### config.mk
export PLATFORM = sky130hd
export DESIGN_NAME = axi_rd_arbiter
export DESIGN_NICKNAME = d
export VERILOG_FILES = /design/src/rtl/axi_rd_arbiter.sv
export SDC_FILE = /design/constraint.sdc
export NUM_CORES = 1
export LEC_CHECK = 0
export ABC_AREA = 1
export ABC_CLOCK_PERIOD_IN_PS = 1340
export CORE_AREA = 5 5 141 143
export DETAILED_ROUTE_END_ITERATION = 16
export DIE_AREA = 0 0 146 148
export GPL_TIMING_DRIVEN = 0
export SLEW_MARGIN = 20
export SYNTH_ARGS = -nofsm -noshare
export SYNTH_HDL_FRONTEND = slang
export SYNTH_SLANG_ARGS = --single-unit
### constraint.sdc
create_clock -name ACLK -period 1.34 [get_ports ACLK]
set_input_delay 0.268 -clock ACLK [delete_from_list [all_inputs] [get_ports ACLK]]
set_output_delay 0.268 -clock ACLK [all_outputs]
set_load 0.005 [all_outputs]
### src/rtl/axi_rd_arbiter.sv
// Two-master round-robin arbiter for the AXI3 read path (AR/R) in front of one slave.
// One transaction in flight; slave ARID carries the grant index; beat count checked against ARLEN.
module axi_rd_arbiter #(
  parameter int unsigned ID_WIDTH   = 4,
  parameter int unsigned AXI_DWIDTH = 64
) (
  input  logic                  ACLK,
  input  logic                  ARESET,
  // master 0
  input  logic [ID_WIDTH-1:0]   M0_ARID,
  input  logic [31:0]           M0_ARADDR,
  input  logic [3:0]            M0_ARLEN,
  input  logic [2:0]            M0_ARSIZE,
  input  logic [1:0]            M0_ARBURST,
  input  logic                  M0_ARVALID,
  output logic                  M0_ARREADY,
  output logic [ID_WIDTH-1:0]   M0_RID,
  output logic [AXI_DWIDTH-1:0] M0_RDATA,
  output logic [1:0]            M0_RRESP,
  output logic                  M0_RLAST,
  output logic                  M0_RVALID,
  input  logic                  M0_RREADY,
  // master 1
  input  logic [ID_WIDTH-1:0]   M1_ARID,
  input  logic [31:0]           M1_ARADDR,
  input  logic [3:0]            M1_ARLEN,
  input  logic [2:0]            M1_ARSIZE,
  input  logic [1:0]            M1_ARBURST,
  input  logic                  M1_ARVALID,
  output logic                  M1_ARREADY,
  output logic [ID_WIDTH-1:0]   M1_RID,
  output logic [AXI_DWIDTH-1:0] M1_RDATA,
  output logic [1:0]            M1_RRESP,
  output logic                  M1_RLAST,
  output logic                  M1_RVALID,
  input  logic                  M1_RREADY,
  // slave
  output logic [ID_WIDTH:0]     S_ARID,
  output logic [31:0]           S_ARADDR,
  output logic [3:0]            S_ARLEN,
  output logic [2:0]            S_ARSIZE,
  output logic [1:0]            S_ARBURST,
  output logic                  S_ARVALID,
  input  logic                  S_ARREADY,
  input  logic [ID_WIDTH:0]     S_RID,
  input  logic [AXI_DWIDTH-1:0] S_RDATA,
  input  logic [1:0]            S_RRESP,
  input  logic                  S_RLAST,
  input  logic                  S_RVALID,
  output logic                  S_RREADY,
  output logic                  BUSY,
  output logic                  LEN_ERR
);

  localparam int unsigned CNT_WIDTH = 4;

  typedef enum logic [1:0] {IDLE, ADDR, DATA} state_t;

  state_t               state_q, state_d;
  logic                 ptr_q;
  logic                 gnt_q;
  logic                 gnt_c;
  logic [CNT_WIDTH-1:0] beat_cnt_q;
  logic [CNT_WIDTH-1:0] exp_len_q;
  logic                 ar_hs_c;
  logic                 r_hs_c;
  logic                 r0_sel_c;
  logic                 r1_sel_c;
  logic                 rid_unused_c;

  // Routing uses the latched grant, so the slave's RID top bit is ignored.
  assign rid_unused_c = S_RID[ID_WIDTH];

  // Grant selection: lone requester wins, contention goes to the pointer.
  always_comb begin
    gnt_c = 1'b0;
    if (M0_ARVALID && M1_ARVALID) gnt_c = ptr_q;
    else if (M1_ARVALID)          gnt_c = 1'b1;
  end

  assign M0_ARREADY = (state_q == IDLE) && !ARESET && M0_ARVALID && !gnt_c;
  assign M1_ARREADY = (state_q == IDLE) && !ARESET && M1_ARVALID &&  gnt_c;
  assign ar_hs_c    = M0_ARREADY || M1_ARREADY;

  // R channel steering to the owner of the current burst.
  assign r0_sel_c  = (state_q == DATA) && !gnt_q;
  assign r1_sel_c  = (state_q == DATA) &&  gnt_q;
  assign S_RREADY  = (r0_sel_c && M0_RREADY) || (r1_sel_c && M1_RREADY);
  assign r_hs_c    = S_RVALID && S_RREADY;

  assign M0_RVALID = r0_sel_c && S_RVALID;
  assign M0_RID    = r0_sel_c ? S_RID[ID_WIDTH-1:0] : '0;
  assign M0_RDATA  = r0_sel_c ? S_RDATA : '0;
  assign M0_RRESP  = r0_sel_c ? S_RRESP : 2'b00;
  assign M0_RLAST  = r0_sel_c && S_RLAST;

  assign M1_RVALID = r1_sel_c && S_RVALID;
  assign M1_RID    = r1_sel_c ? S_RID[ID_WIDTH-1:0] : '0;
  assign M1_RDATA  = r1_sel_c ? S_RDATA : '0;
  assign M1_RRESP  = r1_sel_c ? S_RRESP : 2'b00;
  assign M1_RLAST  = r1_sel_c && S_RLAST;

  assign BUSY = (state_q != IDLE);

  always_ff @(posedge ACLK) begin
    if (ARESET) state_q <= IDLE;
    else        state_q <= state_d;
  end

  always_comb begin
    state_d = state_q;
    unique case (state_q)
      IDLE:    if (ar_hs_c)            state_d = ADDR;
      ADDR:    if (S_ARREADY)          state_d = DATA;
      DATA:    if (r_hs_c && S_RLAST)  state_d = IDLE;
      default:                         state_d = IDLE;
    endcase
  end

  // Address registers, grant bookkeeping, beat counting and length check.
  always_ff @(posedge ACLK) begin
    if (ARESET) begin
      S_ARID     <= '0;
      S_ARADDR   <= '0;
      S_ARLEN    <= '0;
      S_ARSIZE   <= '0;
      S_ARBURST  <= '0;
      S_ARVALID  <= 1'b0;
      ptr_q      <= 1'b0;
      gnt_q      <= 1'b0;
      beat_cnt_q <= '0;
      exp_len_q  <= '0;
      LEN_ERR    <= 1'b0;
    end else begin
      LEN_ERR <= 1'b0;
      unique case (state_q)
        IDLE: begin
          if (ar_hs_c) begin
            gnt_q     <= gnt_c;
            S_ARID    <= gnt_c ? {1'b1, M1_ARID} : {1'b0, M0_ARID};
            S_ARADDR  <= gnt_c ? M1_ARADDR  : M0_ARADDR;
            S_ARLEN   <= gnt_c ? M1_ARLEN   : M0_ARLEN;
            S_ARSIZE  <= gnt_c ? M1_ARSIZE  : M0_ARSIZE;
            S_ARBURST <= gnt_c ? M1_ARBURST : M0_ARBURST;
            exp_len_q <= gnt_c ? M1_ARLEN   : M0_ARLEN;
            S_ARVALID <= 1'b1;
          end
        end
        ADDR: begin
          if (S_ARREADY) begin
            S_ARVALID  <= 1'b0;
            beat_cnt_q <= '0;
          end
        end
        DATA: begin
          if (r_hs_c) begin
            if (beat_cnt_q != CNT_WIDTH'(15)) beat_cnt_q <= beat_cnt_q + CNT_WIDTH'(1);
            if (S_RLAST) begin
              LEN_ERR <= (beat_cnt_q != exp_len_q);
              ptr_q   <= ~gnt_q;
            end
          end
        end
        default: ;
      endcase
    end
  end

endmodule

==> results.cfg <==
[status]
status = finished, violations left
violations = negative setup slack

[route]
drcViolationCount = 0
wire_per_inst_um = 16.90
vias_per_cell = 4.126
drtPass1Iterations = 4
num_vias = 5376
drt_wl_total_um = 22020
drtIter0Drc = 129
antenna_left = 0

[hold_path]
hold_depth = 2
hold_path.startpoint = S_ARADDR[4]
hold_end = S_ARADDR[4]
holdCritPathClass = flop to flop

[critical_path]
arrival_ps = 1490
path_class = flop to output pin
worst-endpoint-required_ps = 1070
r2r_cells = 13
reg2reg_slack_ps = -380
regToRegEndpoint = S_ARADDR[29]
path_max_fanout = 5
r2r-start = state_q[0]
startpoint_type = flop
worstSetupEndpointType = output pin

[logic_synthesis]
yosysSeqAreaShare_pct = 29.29
synth.area.top_cells = dfxtp_1 29%, nor2_1 20%, nand2_1 16%
synth.avg_cell_area_um2 = 5.738
synth_common_cells = 199 x nor2_1, 156 x nand2_1, 78 x inv_1
synth_top_area_share_pct = 29.29
synth_warnings = 0
netlist_instances = 655
yosysTopAreaCell = dfxtp_1
synthArstFlopShare_pct = 0
synth_most_common_cell = nor2_1
synth_top_family_by_area = simple AND/OR/NAND/NOR gates
yosys.area_share.simple_pct = 45.84
synth_area_um2 = 3759
synth_compound_area_share_pct = 7.623
syn-num-nets = 826
ys_ff_latch = 55
synth-xor-area-share_pct = 1.165
ys_types = 29
synth_edf_count = 0
synth_flop_cell = dfxtp_1
synth_adder_area_share_pct = 0.3329
muxShareOfSynthArea_pct = 0

[place]
gp_congestion = 0.8599
portBuffers = 364
dp_hpwl_um = 17520
placed_area_um2 = 7695

[timing]
finalSetupViolCount = 196
fin_crit_ps = 1762
fmax_mhz = 567.7
slew_headroom_pct = 60.82
max_slew.worst_pin.slew_ps = 587.7
final_max_slew_viol_count = 0
final-hold-violation-count = 0
finClkSkew_ps = 11.70
setup_slack_ps = -421.6
rsz0062_at_grt = yes
finalCritPeriodShare_pct = 131.5

[grt]
grt_pass1_vias = 5241
track_usage_pct = 18.77
grt.overflow.total = 0
grt_pass1_wl_um = 31580
grt_start_max_net_pins = 18
antenna_found_initial = 6

[run]
cap_violations = 0

[cells_and_area]
layout.nets = 1237
drive_gt1_share_pct = 38.84
fin_area_um2 = 8875
fillCellCount = 1920
synthToLayoutAreaGrowth_pct = 136.1

[clock_network]
cts_buffer_depth = 2
path_clk_slew_ps = 80
numCtsBuffers = 5
cts-root-buf = clkbuf_16
htreeDepth = 2
cts_tree = built
holdBufCountCts = 0
clock-sinks = 55
clk_latency_ps = 300

[pwr]
seq_power_share_pct = 33.7
power_frac_comb_pct = 39.4
power_frac_clock_pct = 26.9
vdd_drop_max_v = 0.0006302
powerDensity_nw_per_um2 = 644.9
swShare_pct = 30.60
switchingPower_mw = 1.752
p_int_mw = 3.972
power_mw = 5.723
power.leakage_nw = 5.057

[floorplanning]
floorplan.initialDensity_pct = 20.37
rows = 50
floorplan.die.height_um = 148
die_area_um2 = 21610
die_x_um = 146
core_um2 = 18460
ios = 366
## worst max-delay path, cell delays in order (launching register included)
cell,delay [ps]
dfxtp_2,330
inv_2,80
nand2_4,80
clkinv_8,90
nand2_8,80
buf_6,150
clkbuf_16,150
nor2_1,80
buf_2,140
## cells in the final DEF (no fill, tap or decap), types with 3 or more instances in the layout
cell,count
nand2_4,3
o21ai_1,15
buf_4,15
nand2_1,150
buf_12,7
nand3_1,7
buf_8,10
nand2_8,4
clkbuf_16,18
o21ai_2,12
dlymetal6s2s_1,47
nor2_2,94
o21ai_0,19
nor2_4,46
inv_1,76
nand4_1,3
clkbuf_1,5
a21oi_1,7
inv_2,5
nor3_1,3
dfxtp_2,12
nor2_1,104
diode_2,3
dfxtp_1,41
buf_2,126
xor2_1,3
buf_6,43
clkdlybuf4s50_1,166
## kinds of logic after synthesis
kind of cell / count (synthesis)
buf+inv: 123
flops: 55
compound gates: 55
simple gates: 416
xor+xnor: 5
fa+ha+maj: 1
## area by class of cell
cell class	count	area, um2	share of cell area [%]
clock inverter	2	41.29	0.4652
sequential	55	1124	12.66
tap	234	292.8	3.299
clock buffer	5	125.1	1.410
multi-input combinational	479	2673	30.11
antenna	3	7.507	0.08459
timing repair buffer	403	3712	41.83
inverter	85	357.8	4.032
buffer	37	541.8	6.105
## power by group through the flow
stage | registers, mW | logic [mW] | clock network [mW]
floorplan | 1.95 | 0.775 | 0
global placement | 1.94 | 1.93 | 0
detailed placement | 1.95 | 1.93 | 0
CTS | 1.92 | 2.16 | 1.58
global route | 1.95 | 2.45 | 1.63
finish | 1.93 | 2.25 | 1.54
## repair_timing
| item | 4_1_cts | 5_1_grt |
|---|---|---|
| resized for setup | 771 | 206 |
| pin swaps | 6 | 12 |
| endpoints found under the setup margin | 246 | 246 |
| gates cloned | 11 | 4 |
| buffers inserted | 20 | 6 |
## metal layers
metal	share of wire [%]	GRT usage, %
met1	35	18.89
met2	53	35.43
met3	10	8.338
met4	2.2	4.657
met5	0.25	0
## stage by stage
step	setup TNS [ps]	instances	worst slack [ps]	hold WS, ps	utilization, %
6_report	-59270	1303	-421.6	471.6	48.09
2_1_floorplan	-5468	655	-39.06	337.1	-
4_1_cts	-71590	1291	-427.4	458.1	44.71
3_5_place_dp	-163450	1253	-1113	476.6	41.69
5_1_grt	-73410	1302	-481.9	500.8	48.07
3_3_place_gp	-159860	1253	-1101	463.3	41.69
## registers in the layout, summed over array words and instances (netlist names), 2 cells and up
signal and cells:
S_ARADDR 32, S_ARID 5, beat_cnt_q 4, exp_len_q 4, S_ARSIZE 3, S_ARBURST 2, state_q 2
## worst max-delay path by stage
| stage | slack [ps] | cells past startpoint | startpoint | end |
|---|---|---|---|---|
| after CTS | -430 | 8 | state_q[0] | M1_RDATA[17] |
| final | -420 | 8 | state_q[0] | M1_RDATA[17] |
| after floorplan | -40 | 6 | state_q[0] | M1_RDATA[0] |
| after global placement | -1100 | 8 | M0_ARVALID | M0_ARREADY |
| after global routing | -480 | 8 | state_q[0] | M1_RDATA[48] |
| after detailed placement | -1110 | 8 | M0_ARVALID | M0_ARREADY |
No activity file was read; power rests on OpenSTA's default activity.
==> edit 1 (config.mk and constraints unchanged) <==
Re-encode `state_t` (3 states) as one-hot, 3 bits wide.
--- a/src/rtl/axi_rd_arbiter.sv
+++ b/src/rtl/axi_rd_arbiter.sv
@@ -54,7 +54,7 @@
 
   localparam int unsigned CNT_WIDTH = 4;
 
-  typedef enum logic [1:0] {IDLE, ADDR, DATA} state_t;
+  typedef enum logic [2:0] {IDLE = 3'b001, ADDR = 3'b010, DATA = 3'b100} state_t;
 
   state_t               state_q, state_d;
   logic                 ptr_q;
Behaviour: no difference found for any inputs over 10 cycles, from zero or initial values and one cycle with ARESET high; not proved beyond that.
==> edit 1 against the original RTL <==
  * The run still ends with setup timing left
  * Worst setup slack got worse by 0.060 ns
  * Design area decreased by 0.72%
  * Sequential cell count increased by 1
  * Sequential power increased by 6%
  * Combinational power increased by 4%
  * Total power about the same
  * Non-clock buffer count increased by 12
  * Routed wire length increased by 0.47%
  * Synthesized area decreased by 9.3%
  * Critical path type unchanged
  * Highest routed layer is now met4
==> edit 1: results (changes against the original RTL) <==
Detailed routing
  – Total wire length: 22100 um (+0.47%)
  – DR vias/cell: 4.31 (+4.6%)
  – Vias: 5329 (-0.87%)
  – Starting DRC count in detailed routing: 79 (-39%)

Pwr
  – Lkg Pwr: 0.00484 uW (-4.3%)
  – Peak supply drop: 0.000596 V (-5.4%)
  – Combinational cell power: 2350 uW (+4%)
  – Sw frac: 31.3% (+0.71 points)
  – Clock power share: 23.4% (-3.5 points)

STA
  – Clock Skew: 0.00839 ns (-0.00331 ns)
  – Setup Viol. Count Final: 202 (+3.1%)
  – Worst slew pin tran: 0.752 ns (+0.164 ns)
  – Post-route setup slack: -0.481 ns (-0.0596 ns)
  – TNS Setup: -68.70 ns (-9.43 ns)

Hold path
  – Hold crit path type: primary input to flip-flop

Logic synthesis
  – Post-Synthesis Cells: 578 (-12%)
  – Top area cells in the synthesized netlist: dfxtp_1, nor2_1, nand2_1
  – Netlist cell types: 26 (-10%)
  – Seq/Total Area, Yosys: 32.9% (+3.6 points)
  – Synthesized Nets: 749 (-9.3%)
  – Commonest cells post-synth: nor2_1, nand2_1, inv_1

Critical path
  – Max incr delay on CP: 0.36 ns (+0.03 ns)
  – Worst Path Arrival: 1.55 ns (+0.06 ns)
  – CP max FO: 10 (+5)
  – Slowest cell on the critical path: dfxtp_4

Global route
  – First-pass GRT wire length: 31300 um (-1.0%)
  – Initial antenna violation count: 1 (-5)
  – Gr usage total: 18.8% (about the same)
  – Vias in the first global route: 5155 (-1.6%)

Placement
  – DP Cell Count: 1176 (-6.1%)
  – Gp weighted congestion: 0.870 (+1.2%)
  – Final HPWL from detailed placement: 17100 um (-2.2%)

Clock network
  – H-tree Lvls: 2 (unchanged)
  – CTS clk-pin slew, worst paths: 0.07 ns

Status
  – Failing checks: setup timing
  – Status: finished, violations left
==> edit 1: cells by family (layout without fill, tap and decap cells) <==
kind of cell	count (synthesis)	count (layout)	synth area share, %
simple gates	290	292	33.1
buf+inv	126	546	15.7
fa+ha+maj	1	1	0.367
xor+xnor	4	4	1.03
flops	56	56	32.9
compound gates	101	101	17.0
other cells	0	1	0
==> edit 1: metrics by stage <==
stage | power, uW | worst slack [ns]
final | 5730 | -0.481
after global routing | 6050 | -0.548
after CTS | 5590 | -0.565
after detailed placement | 3810 | -1.06
after global placement | 3810 | -1.06
after floorplan | 2650 | 0.0253
==> edit 1: what timing repair did <==
action                                  CTS  global route
buffers inserted                         33            16
endpoints found under the setup margin  249           249
gates cloned                             11             5
resized for setup                       755           323
pin swaps                                 8            18
==> edit 1: layer usage <==
| layer | track usage, % | vias up | part of all wire [%] | wire length [um] |
|---|---|---|---|---|
| li1 | - | 2646 | - | - |
| met1 | 19.2 | 2423 | 35 | 7810 |
| met2 | 36.9 | 243 | 54 | 12000 |
| met3 | 6.19 | 17 | 8.9 | 1970 |
| met4 | 4.19 | 0 | 1.4 | 318 |
| met5 | 0 | - | 0 | 0 |
==> edit 1: path summary, 6_finish.rpt <==
check	start	end	slack, ns	depth (start not counted)
hold / removal	ARESET	state_q[2]	0.46	2
setup / recovery	state_q[1]	M1_RDATA[10]	-0.48	8
hold reg to reg	S_ARVALID	S_ARVALID	0.47	2
setup reg to reg	state_q[1]	exp_len_q[0]	-0.24	9
==> edit 1: final cells by class <==
cell class | count | area [um2]
clock inverters | 2 | 16.3
plain buffers | 31 | 349
well taps | 234 | 293
multi-input cells | 398 | 2620
flip-flops and latches | 56 | 1150
inverters | 87 | 350
clock buffers | 5 | 125
fillers | 1872 | 9640
diodes | 1 | 2.50
repair buffers | 421 | 3910
==> edit 2 (same flow settings) <==
Made on the original files. The parameter `AXI_DWIDTH` goes from 64 to 96.
--- a/src/rtl/axi_rd_arbiter.sv
+++ b/src/rtl/axi_rd_arbiter.sv
@@ -2,7 +2,7 @@
 // One transaction in flight; slave ARID carries the grant index; beat count checked against ARLEN.
 module axi_rd_arbiter #(
   parameter int unsigned ID_WIDTH   = 4,
-  parameter int unsigned AXI_DWIDTH = 64
+  parameter int unsigned AXI_DWIDTH = 96
 ) (
   input  logic                  ACLK,
   input  logic                  ARESET,
Interface: changed (resized M0_RDATA, M1_RDATA and S_RDATA); port bits go from 366 to 462. The function was not compared with the original's and may differ.
==> edit 2 against the original RTL <==
  * The run still ends with setup timing left
  * Synthesized area up 12%
  * Sequential cell count did not move
  * Fmax down 1.0%
  * Design area is 20% higher
  * Total power up 4.8%
  * Worst setup slack got worse by 0.018 ns
  * Routed wire length rose by 30%
==> edit 2: results (changes against the original RTL) <==
Global route
  – Vias in the first global route: 6000 (+14%)
  – GR Util met3: 7.79% (-0.55 points)
  – Largest net degree at the start of global routing: 16 (-2)
  – Grt met1 use: 25.9% (+7.1 points)
  – Initial antenna violation count: 5 (-1)
  – GR Util met2: 41.3% (+5.9 points)
  – Gr usage total: 22.9% (+4.1 points)

Logic synthesis
  – Top area cells in the synthesized netlist: dfxtp_1, nor2_1, nand2_1
  – Post-Synthesis Cells: 759 (+16%)
  – Commonest cells post-synth: nor2_1, nand2_1, inv_1
  – Seq/Total Area, Yosys: 26.3% (-3.0 points)
  – Synth Area in XOR/XNOR: 1.04% (-0.12 points)

Hold path
  – Hold depth: 2 (unchanged)
  – HP Start: ARESET
  – Hold Path Sink: state_q[1]
  – Hold crit path type: primary input to flip-flop

Placement
  – DP Cell Count: 1453 (+16%)
  – Dpl cell area: 0.00913 mm2 (+19%)
  – Setup WS pre-CTS: -1.09 ns (+0.0212 ns)
  – Gp weighted congestion: 0.932 (+8.4%)
  – Port Buffer Count: 460 (+26%)
  – Final HPWL from detailed placement: 22700 um (+30%)

Pwr
  – Reg power frac: 32.1% (-1.6 points)
  – Lkg Pwr: 0.00531 uW (+5.0%)
  – Clock power share: 22.3% (-4.6 points)
  – Sw frac: 32.3% (+1.7 points)
  – Peak supply drop: 0.000537 V (-15%)

Critical path
  – Worst Path Arrival: 1.51 ns (+0.02 ns)
  – Register-to-Register Path Depth: 12 (-1)
  – Reg-to-Reg End: S_ARID[3]
  – RR Startpoint: state_q[0]
  – CP max FO: 6 (+1)

STA
  – TNS Setup: -94.74 ns (-35.46 ns)
  – Hold WS: 0.463 ns (-0.00878 ns)
  – Worst slew pin tran: 0.616 ns (+0.0287 ns)
  – Setup Viol. Count Final: 309 (+58%)
  – Post-route setup slack: -0.440 ns (-0.0182 ns)
  – Clock Skew: 0.00547 ns (-0.00623 ns)

Status
  – Status: finished, violations left
  – Failing checks: setup timing

Detailed routing
  – WL met2: 14700 um (+27%)
  – DRT Pass-1 Iters: 5 (+1)
  – DR vias/cell: 4.26 (+3.2%)

Finish
  – Filler cell count in the final layout: 1802 (-6.1%)
==> edit 2: area by class of cell <==
type,instances,area [um2],area share (%)
Antenna cell,2,5.00,0.0468
Clock buffer,6,139,1.30
Multi-Input combinational cell,541,3300,30.8
Tap cell,234,293,2.74
Buffer,45,661,6.18
Sequential cell,55,1110,10.4
Clock inverter,1,5.00,0.0468
Timing Repair Buffer,508,4690,43.8
Timing Repair inverter,1,11.3,0.105
Inverter,117,484,4.53
==> edit 2: how the worst max path moves through the flow <==
stage	endpoint	slack, ns	cells past startpoint
finish	M1_RLAST	-0.44	8
global route	M1_RRESP[0]	-0.48	8
CTS	M0_RDATA[29]	-0.48	8
detailed placement	M0_ARREADY	-1.09	8
floorplan	M1_RDATA[36]	-0.02	7
global placement	M0_ARREADY	-1.09	8
==> edit 2: what timing repair did <==
action | CTS | global route
endpoints found under the setup margin | 311 | 312
setup buffers | 15 | 11
gates resized for setup | 757 | 507
hold buffers | 0 | 0
cloned | 2 | 22
pin swaps | 7 | 13
